`src/rtl/fc_rx_credit_manager.sv`:
```
// Receive-side flow-control credit manager for posted headers.
// Holds received TLP words in a small FIFO, returns one credit per pop,
// and drives InitFC/UpdateFC requests toward the link layer. Requests
// are sent once enough credits are released or after a quiet period.
module fc_rx_credit_manager #(
  parameter int DATA_WIDTH    = 8,
  parameter int BUF_DEPTH     = 16,
  parameter int UPDATE_THRESH = 4,
  parameter int UPDATE_PERIOD = 64
) (
  input  logic                  clk,
  input  logic                  rst,
  input  logic                  tlp_valid,
  input  logic [DATA_WIDTH-1:0] tlp_data,
  input  logic                  rd_en,
  output logic [DATA_WIDTH-1:0] rd_data,
  output logic                  rd_valid,
  output logic [DATA_WIDTH-1:0] credits_allocated,
  output logic [DATA_WIDTH-1:0] credits_received,
  output logic                  updatefc_valid,
  output logic [DATA_WIDTH-1:0] updatefc_credit,
  input  logic                  updatefc_ready,
  output logic                  overflow_err
);

  localparam int PTR_W = (BUF_DEPTH > 1) ? $clog2(BUF_DEPTH) : 1;
  localparam int CNT_W = $clog2(BUF_DEPTH + 1);
  localparam int TMR_W = (UPDATE_PERIOD > 1) ? $clog2(UPDATE_PERIOD) : 1;

  localparam logic [PTR_W-1:0]      PTR_LAST  = PTR_W'(BUF_DEPTH - 1);
  localparam logic [CNT_W-1:0]      CNT_FULL  = CNT_W'(BUF_DEPTH);
  localparam logic [DATA_WIDTH-1:0] CRED_INIT = DATA_WIDTH'(BUF_DEPTH);
  localparam logic [DATA_WIDTH-1:0] THRESH_V  = DATA_WIDTH'(UPDATE_THRESH);
  localparam logic [TMR_W-1:0]      TMR_LAST  = TMR_W'(UPDATE_PERIOD - 1);

  typedef enum logic [1:0] {
    ST_INIT = 2'd0,
    ST_IDLE = 2'd1,
    ST_SEND = 2'd2
  } fc_state_e;

  // Storage and buffer bookkeeping
  logic [DATA_WIDTH-1:0] mem_r [BUF_DEPTH];
  logic [PTR_W-1:0]      wr_ptr_r;
  logic [PTR_W-1:0]      rd_ptr_r;
  logic [CNT_W-1:0]      count_r;
  logic [DATA_WIDTH-1:0] rd_data_r;
  logic                  rd_valid_r;
  logic [DATA_WIDTH-1:0] cred_alloc_r;
  logic [DATA_WIDTH-1:0] cred_recv_r;
  logic                  overflow_r;

  // Advertisement state
  fc_state_e             state_r;
  logic                  upd_valid_r;
  logic [DATA_WIDTH-1:0] upd_credit_r;
  logic [DATA_WIDTH-1:0] last_adv_r;
  logic [TMR_W-1:0]      timer_r;

  // Combinational helpers
  logic                  full_s;
  logic                  empty_s;
  logic                  wr_acc_s;
  logic                  rd_acc_s;
  logic                  drop_s;
  logic [PTR_W-1:0]      wr_ptr_nxt_s;
  logic [PTR_W-1:0]      rd_ptr_nxt_s;
  logic [DATA_WIDTH-1:0] adv_gap_s;
  logic                  send_due_s;

  // Accept/drop decisions use the occupancy at cycle start, so a pop in the
  // same cycle never makes room for a write into a full buffer.
  always_comb begin
    full_s       = (count_r == CNT_FULL);
    empty_s      = (count_r == {CNT_W{1'b0}});
    wr_acc_s     = tlp_valid & ~full_s;
    drop_s       = tlp_valid & full_s;
    rd_acc_s     = rd_en & ~empty_s;
    adv_gap_s    = cred_alloc_r - last_adv_r;
    send_due_s   = (adv_gap_s >= THRESH_V) || (timer_r == TMR_LAST);
    if (wr_ptr_r == PTR_LAST) begin
      wr_ptr_nxt_s = {PTR_W{1'b0}};
    end else begin
      wr_ptr_nxt_s = wr_ptr_r + PTR_W'(1);
    end
    if (rd_ptr_r == PTR_LAST) begin
      rd_ptr_nxt_s = {PTR_W{1'b0}};
    end else begin
      rd_ptr_nxt_s = rd_ptr_r + PTR_W'(1);
    end
  end

  // Payload storage; contents are don't-care once pointers are reset.
  always_ff @(posedge clk) begin
    if (!rst && wr_acc_s) begin
      mem_r[wr_ptr_r] <= tlp_data;
    end
  end

  // Pointers, occupancy, credit counters, read port and sticky overflow.
  always_ff @(posedge clk) begin
    if (rst) begin
      wr_ptr_r     <= {PTR_W{1'b0}};
      rd_ptr_r     <= {PTR_W{1'b0}};
      count_r      <= {CNT_W{1'b0}};
      cred_recv_r  <= {DATA_WIDTH{1'b0}};
      cred_alloc_r <= CRED_INIT;
      overflow_r   <= 1'b0;
      rd_valid_r   <= 1'b0;
      rd_data_r    <= {DATA_WIDTH{1'b0}};
    end else begin
      if (wr_acc_s) begin
        wr_ptr_r    <= wr_ptr_nxt_s;
        cred_recv_r <= cred_recv_r + DATA_WIDTH'(1);
      end
      if (drop_s) begin
        overflow_r <= 1'b1;
      end
      if (rd_acc_s) begin
        rd_data_r    <= mem_r[rd_ptr_r];
        rd_ptr_r     <= rd_ptr_nxt_s;
        cred_alloc_r <= cred_alloc_r + DATA_WIDTH'(1);
        rd_valid_r   <= 1'b1;
      end else begin
        rd_valid_r   <= 1'b0;
      end
      case ({wr_acc_s, rd_acc_s})
        2'b10:   count_r <= count_r + CNT_W'(1);
        2'b01:   count_r <= count_r - CNT_W'(1);
        default: count_r <= count_r;
      endcase
    end
  end

  // InitFC/UpdateFC sequencer. The advertised credit is captured when a
  // request is raised and held until the link layer takes it.
  always_ff @(posedge clk) begin
    if (rst) begin
      state_r      <= ST_INIT;
      upd_valid_r  <= 1'b1;
      upd_credit_r <= CRED_INIT;
      last_adv_r   <= {DATA_WIDTH{1'b0}};
      timer_r      <= {TMR_W{1'b0}};
    end else begin
      case (state_r)
        ST_INIT: begin
          if (updatefc_ready) begin
            state_r     <= ST_IDLE;
            upd_valid_r <= 1'b0;
            last_adv_r  <= upd_credit_r;
            timer_r     <= {TMR_W{1'b0}};
          end
        end
        ST_IDLE: begin
          if (send_due_s) begin
            state_r      <= ST_SEND;
            upd_valid_r  <= 1'b1;
            upd_credit_r <= cred_alloc_r;
            timer_r      <= {TMR_W{1'b0}};
          end else begin
            timer_r      <= timer_r + TMR_W'(1);
          end
        end
        ST_SEND: begin
          if (updatefc_ready) begin
            state_r     <= ST_IDLE;
            upd_valid_r <= 1'b0;
            last_adv_r  <= upd_credit_r;
            timer_r     <= {TMR_W{1'b0}};
          end
        end
        default: begin
          state_r      <= ST_INIT;
          upd_valid_r  <= 1'b1;
          upd_credit_r <= cred_alloc_r;
          timer_r      <= {TMR_W{1'b0}};
        end
      endcase
    end
  end

  // The reset edge already loads the InitFC request so it shows in the first
  // cycle after release; masking with rst keeps it silent while reset is held.
  assign updatefc_valid    = upd_valid_r & ~rst;
  assign updatefc_credit   = upd_credit_r;
  assign rd_data           = rd_data_r;
  assign rd_valid          = rd_valid_r;
  assign credits_allocated = cred_alloc_r;
  assign credits_received  = cred_recv_r;
  assign overflow_err      = overflow_r;

endmodule

```
`config.mk`:
```
export PLATFORM = sky130hd
export DESIGN_NAME = fc_rx_credit_manager
export DESIGN_NICKNAME = d
export VERILOG_FILES = /design/src/rtl/fc_rx_credit_manager.sv
export SDC_FILE = /design/constraint.sdc
export NUM_CORES = 1
export LEC_CHECK = 0
export ABC_AREA = 0
export CAP_MARGIN = 10
export CORE_ASPECT_RATIO = 0.5
export CORE_MARGIN = 2
export CORE_UTILIZATION = 53
export DETAILED_ROUTE_END_ITERATION = 10
export GPL_ROUTABILITY_DRIVEN = 1
export PLACE_DENSITY = 0.81
export SLEW_MARGIN = 20
export SYNTH_ARGS = -nofsm -noshare
export SYNTH_HDL_FRONTEND = slang
export SYNTH_SLANG_ARGS = --single-unit
export TNS_END_PERCENT = 10
```
`constraint.sdc`:
```
create_clock -name clk -period 3.2 [get_ports clk]
set_clock_uncertainty 0.2 [all_clocks]
set_input_delay 0.48 -clock clk [delete_from_list [all_inputs] [get_ports clk]]
set_output_delay 0.48 -clock clk [all_outputs]
set_load 0.03 [all_outputs]
```
==> Word level (Yosys, flattened, before mapping) <==
Memory sizes are Yosys's and may differ from the RTL's. A register that Yosys moved wholly into a read port is not among the register bits.
Index checks and enable logic that the tools add are counted.
{ "word_totals": {"regBits": 56, "n_memories": 1, "ram_bits": 128} }
{ "memory_table": {"columns": ["name", "words", "width", "rd", "rd_ports_with_merged_regs", "wr", "line", "text"], "rows": [
  ["mem_r", 16, 8, 1, 1, 1, "43", "logic [DATA_WIDTH-1:0] mem_r [BUF_DEPTH];"]
]} }
{ "op_classes": {"eq_ne": 10, "reduce_logical": 10, "bitwise": 8, "mux": 17, "n_addsub": 8, "n_lt_le_gt_ge": 1} }
{ "ops": {"columns": ["cell", "n"], "rows": [
  ["8-bit by 1-bit adder with 8-bit output, second input constant", 2],
  ["8-bit one-hot mux with 2 select lines", 1],
  ["6-bit 2-to-1 mux", 2],
  ["6-bit one-hot mux with 2 select lines", 1],
  ["5-bit one-hot mux with 2 select lines", 1],
  ["4-bit by 1-bit adder with 4-bit output, second input constant", 2],
  ["4-bit == test, second input constant", 2],
  ["8-bit by 3-bit >= comparator with 1-bit output, second input constant", 1],
  ["4-bit 2-to-1 mux", 2],
  ["8-bit 2-to-1 mux", 1],
  ["8-bit subtractor", 1],
  ["6-bit by 1-bit adder with 6-bit output, second input constant", 1],
  ["6-bit == test, second input constant", 1],
  ["2-bit AND reduction", 3],
  ["5-bit by 1-bit adder with 5-bit output, second input constant", 1],
  ["5-bit == test, second input constant", 1],
  ["5-bit zero test", 1],
  ["1-bit 2-to-1 mux", 5],
  ["5-bit by 1-bit subtractor with 5-bit output, second input constant", 1],
  ["1-bit AND", 4],
  ["2-bit by 1-bit == test with 1-bit output, second input constant", 2],
  ["2-bit == test, second input constant", 2],
  ["2-bit 2-to-1 mux", 2],
  ["1-bit NOT", 4],
  ["other kinds (10)", 10]
]} }

==> Depth between registers and ports, before layout <==
{ "depth": {"ltp_word": 6, "depth_mapped": 12, "depth_no_buf": 11} }

==> Least setup slack after synthesis <==
OpenSTA, ideal clock, no wires.
{ "synth_path": {"path_kind": "register to register", "from": "reg count_r[0]", "to": "reg count_r[4]", "t_required_ns": 2.930, "setup_time_ns": 0.070, "slack_ns": -0.219, "n_path_buf": 1, "arrival_time_ns": 3.149, "period_less_slack_ns": 3.419, "path_stages_with_launch": 12, "cell_sequence": "dfxtp_1 -> or4_1 -> o21ai_1 -> clkinv_1 -> clkbuf_1 -> ha_1 -> fa_1 -> a21o_1 -> a21oi_1 -> xor2_1 -> or3_1 -> a21oi_1"} }
{ "synth_via": {"elab_chain_len": 5, "elab_cells_between_ends": 12} }
{ "synth_rtl": {"columns": ["item", "line", "text"], "rows": [
  ["start, declared", "46", "logic [CNT_W-1:0] count_r;"],
  ["start signal, assigned", "105", "count_r <= {CNT_W{1'b0}};"],
  ["start signal, assigned", "128", "2'b10: count_r <= count_r + CNT_W'(1);"],
  ["start signal, assigned", "129", "2'b01: count_r <= count_r - CNT_W'(1);"],
  ["5-bit zero test (*)", "75", "empty_s = (count_r == {CNT_W{1'b0}});"],
  ["1-bit NOT (*)", "78", "rd_acc_s = rd_en & ~empty_s;"],
  ["1-bit AND (*)", "78", null],
  ["via rd_acc_s", "64", "logic rd_acc_s;"],
  ["2-bit by 1-bit == test with 1-bit output / 2-bit == test (equally long branches)", "127", "case ({wr_acc_s, rd_acc_s})"],
  ["5-bit one-hot mux with 2 select lines / 2-bit nonzero test (equally long branches)", null, null]
]} }
Mark *: on every way through the listed nets, which the timed path passes. The rest lies on a longest branch.
A chain may end at the register's enable or synchronous reset.

==> Worst setup path in the final report <==
{ "layout_path": {"from": "reg count_r[1]", "to": "reg count_r[4]"} }
{ "layout_via": {"elab_chain_len": 5, "elab_cells_between_ends": 12} }
{ "layout_rtl": {"columns": ["item", "line"], "rows": [
  ["5-bit == test / 5-bit zero test (equally long branches)", "74, 75"],
  ["1-bit NOT, on equally long branches", "76, 78"],
  ["1-bit AND, on equally long branches", "76, 78"],
  ["2-bit by 1-bit == test with 1-bit output / 2-bit == test (equally long branches)", "127"],
  ["5-bit one-hot mux with 2 select lines / 2-bit nonzero test (equally long branches)", null]
]} }
Parallel ways exist; a longest one is shown, timed or not.

==> out/qor.yml <==
drc: 0
cp_slowest_cell: "or4_1"
hp-start: "rst"
ff2ff_path_depth: 10
status: "completed"
fillCellCount: 987
worstPathArrival_ps: 3150
hold_viol_final: 0
syn_area_um2: 8040
cp_slowest_stage_delay_ps: 540
rsz0062_at_grt: "false"
yosysSeqAreaShare: 0.637
ys_ff_latch: 192
clock.fmax_mhz: 335
first_global_vias: 5000
fp-row-count: 31
cts_tree: "built"
final_common_cell: "edfxtp_1"
start_kind: "register"
yosysUniqueCellTypes: 55
grt-ovfl-total: 0
tightestPinTransition_ps: 800
hold_path.class: "input port to register"
hold_depth: 2
fp.dieW_um: 178
root_buffer: "clkbuf_16"
final_antenna_net_count: 0
crit_fanout: 5
clk_latency_ps: 440
hold_end: "wr_ptr_r[2]"
syn_to_final_growth_pct: 18.3
viasPerCell: 5.76
drv_slew: 0
powerDensity_nw_per_um2: 688
finalCriticalPeriod_ps: 2980
antenna_found_initial: 0
vdd_drop_max_uv: 400
drt-pass1-iter-count: 5
multi_input_area_um2: 2750
antennaDiodeCount: 0
timing_worst_setup_path_type: "register to register"
p_total_mw: 6.54
io_buffers: 47
post-dp-hpwl_um: 10900
setup_violations: 0
period_share: 0.932
rrSetupSlack_ps: 220
vias: 4945
leakagePower_nw: 3.19
end_kind: "register"
die_h_um: 91.1
drive_above_1_share: 0.174
final_nets: 682
synth_edf_count: 128
drt-total-wl_um: 16600
drt_iter0_drc: 428
synthFlopType: "edfxtp_1"
regArea_um2: 5130
critical-path-top-delay-family: "simple AND/OR/NAND/NOR gates"
clk_pin_slew_worst_paths_ps: 70
r2r-end: "count_r[4]"
h-tree-depth: 4
ios: 48
initial_utilization: 0.548
clockBufferDepth: 2
place_congestion: 0.879
synthesis.nets: 612
coreArea_um2: 14700
cts.sinks: 192
grt_max_degree: 37
path_buf_inv: 1
relSlewSlack: 0.463
die_area_um2: 16200
finalSetupTns_ps: 0
netlist_instances: 578
grt_pass1_wl_um: 26800
layout_common_cells: "edfxtp_1 (128), nand2_1 (71), dfxtp_1 (63)"
cp_common_cell: "a21oi_1"
reg2reg_from: "count_r[1]"
async_flop_share: 0
postCtsHoldBufs: 0
max-cap-violations: 0
wl_per_cell_um: 19.4
path_cells: "or4_1 -> o21ai_2 -> clkinv_2 -> ha_2 -> fa_1 -> a21o_1 -> a21oi_1 -> xor2_1 -> or3_1 -> a21oi_1"
required_ps: 3370
grtUsageTotal: 0.221
numCtsBuffers: 17
syn_avg_cell_area_um2: 13.9
yosysWarnings: 0
==> state kept, by name (all words and copies together), names as in the netlist <==
| register | flops |
|---|---|
| updatefc_credit | 8 |
| state_r | 2 |
| credits_allocated | 8 |
| rd_ptr_r | 4 |
| rd_valid | 1 |
| upd_valid_r | 1 |
| count_r | 5 |
| overflow_err | 1 |
| mem_r | 128 |
| timer_r | 6 |
| wr_ptr_r | 4 |
| last_adv_r | 8 |
| rd_data | 8 |
| credits_received | 8 |
==> worst max-delay path by stage <==
stage                    start         end  slack, ps  cells after the start
finish              count_r[1]  count_r[4]        220                     10
detailed placement   tlp_valid  count_r[4]         80                     10
floorplan           count_r[0]  count_r[4]          7                     11
CTS                 count_r[1]  count_r[4]        230                     10
global placement     tlp_valid  count_r[4]        140                     10
global route        count_r[1]  count_r[4]         60                     10
==> cells in the mapped netlist, types with 2 or more instances <==
| master | instances | area share |
|---|---|---|
| edfxtp_1 | 128 | 0.48 |
| nand2_1 | 71 | 0.033 |
| dfxtp_1 | 64 | 0.16 |
| nor2_1 | 51 | 0.024 |
| a21oi_1 | 40 | 0.025 |
| mux4_2 | 40 | 0.11 |
| clkbuf_1 | 23 | 0.011 |
| ha_1 | 19 | 0.030 |
| xor2_1 | 15 | 0.016 |
| inv_1 | 13 | 0.0061 |
| mux2i_1 | 11 | 0.014 |
| nand3_1 | 11 | 0.0068 |
| nand2b_1 | 7 | 0.0054 |
| xnor2_1 | 7 | 0.0076 |
| nor3_1 | 6 | 0.0037 |
| o21ai_0 | 6 | 0.0037 |
| buf_2 | 4 | 0.0025 |
| nand4_1 | 4 | 0.0031 |
| nor2b_1 | 4 | 0.0031 |
| o211ai_1 | 4 | 0.0037 |
| nor3b_1 | 3 | 0.0028 |
| o2111ai_1 | 3 | 0.0033 |
| or2b_1 | 3 | 0.0028 |
| a21o_1 | 2 | 0.0019 |
| a311oi_1 | 2 | 0.0022 |
| and2_1 | 2 | 0.0016 |
| and3_1 | 2 | 0.0016 |
| clkinv_1 | 2 | 0.00093 |
| fa_1 | 2 | 0.0050 |
| o21ai_1 | 2 | 0.0012 |
| or3_1 | 2 | 0.0016 |
| or4_1 | 2 | 0.0019 |
==> per-layer routing <==
layer	share of wire	vias up	GRT usage
li1	-	2285	-
met1	0.42	2468	0.281
met2	0.51	179	0.379
met3	0.060	13	0.0490
met4	0.011	0	0.0698
met5	0	-	0
==> final cells by class <==
cell class	count	share of cell area
Clock buffer	17	0.0447
Clock inverter	15	0.0186
Inverter	15	0.00605
Multi-Input combinational cell	342	0.289
Sequential cell	192	0.539
Tap cell	198	0.0260
Timing Repair Buffer	80	0.0763
==> what timing repair did <==
item	4_1_cts	5_1_grt
setup buffers	0	0
setup endpoints to repair	0	2
resized for setup	0	1
==> per-stage QoR <==
step	hold slack [ps]	setup slack, ps	std cells	util	area (um^2)
floorplan	227	7.32	578	-	8050
global placement	243	141	827	0.607	8900
detailed placement	243	79.8	827	0.607	8900
CTS	223	227	859	0.648	9500
global route	238	60.7	859	0.649	9510
finish	241	217	859	0.649	9510
==> report_power, final <==
| group | switching [mW] | internal, mW | total, mW |
|---|---|---|---|
| Sequential | 0.121 | 2.76 | 2.88 |
| Combinational | 0.817 | 0.715 | 1.53 |
| Clock | 1.06 | 1.07 | 2.13 |
| Total | 2.00 | 4.54 | 6.54 |
==> cells by family (layout without fill, tap and decap cells) <==
family | Yosys count | after routing | share of synthesized area
AOI/OAI and AO/OA | 73 | 73 | 0.0557
xor gates and xnor gates | 22 | 22 | 0.0240
adders and majority gates | 21 | 21 | 0.0345
buffers and inverters | 44 | 127 | 0.0221
DFF | 192 | 192 | 0.637
muxes | 51 | 51 | 0.126
and+or+nand+nor | 175 | 175 | 0.101
(Power assumes the default switching activity.)
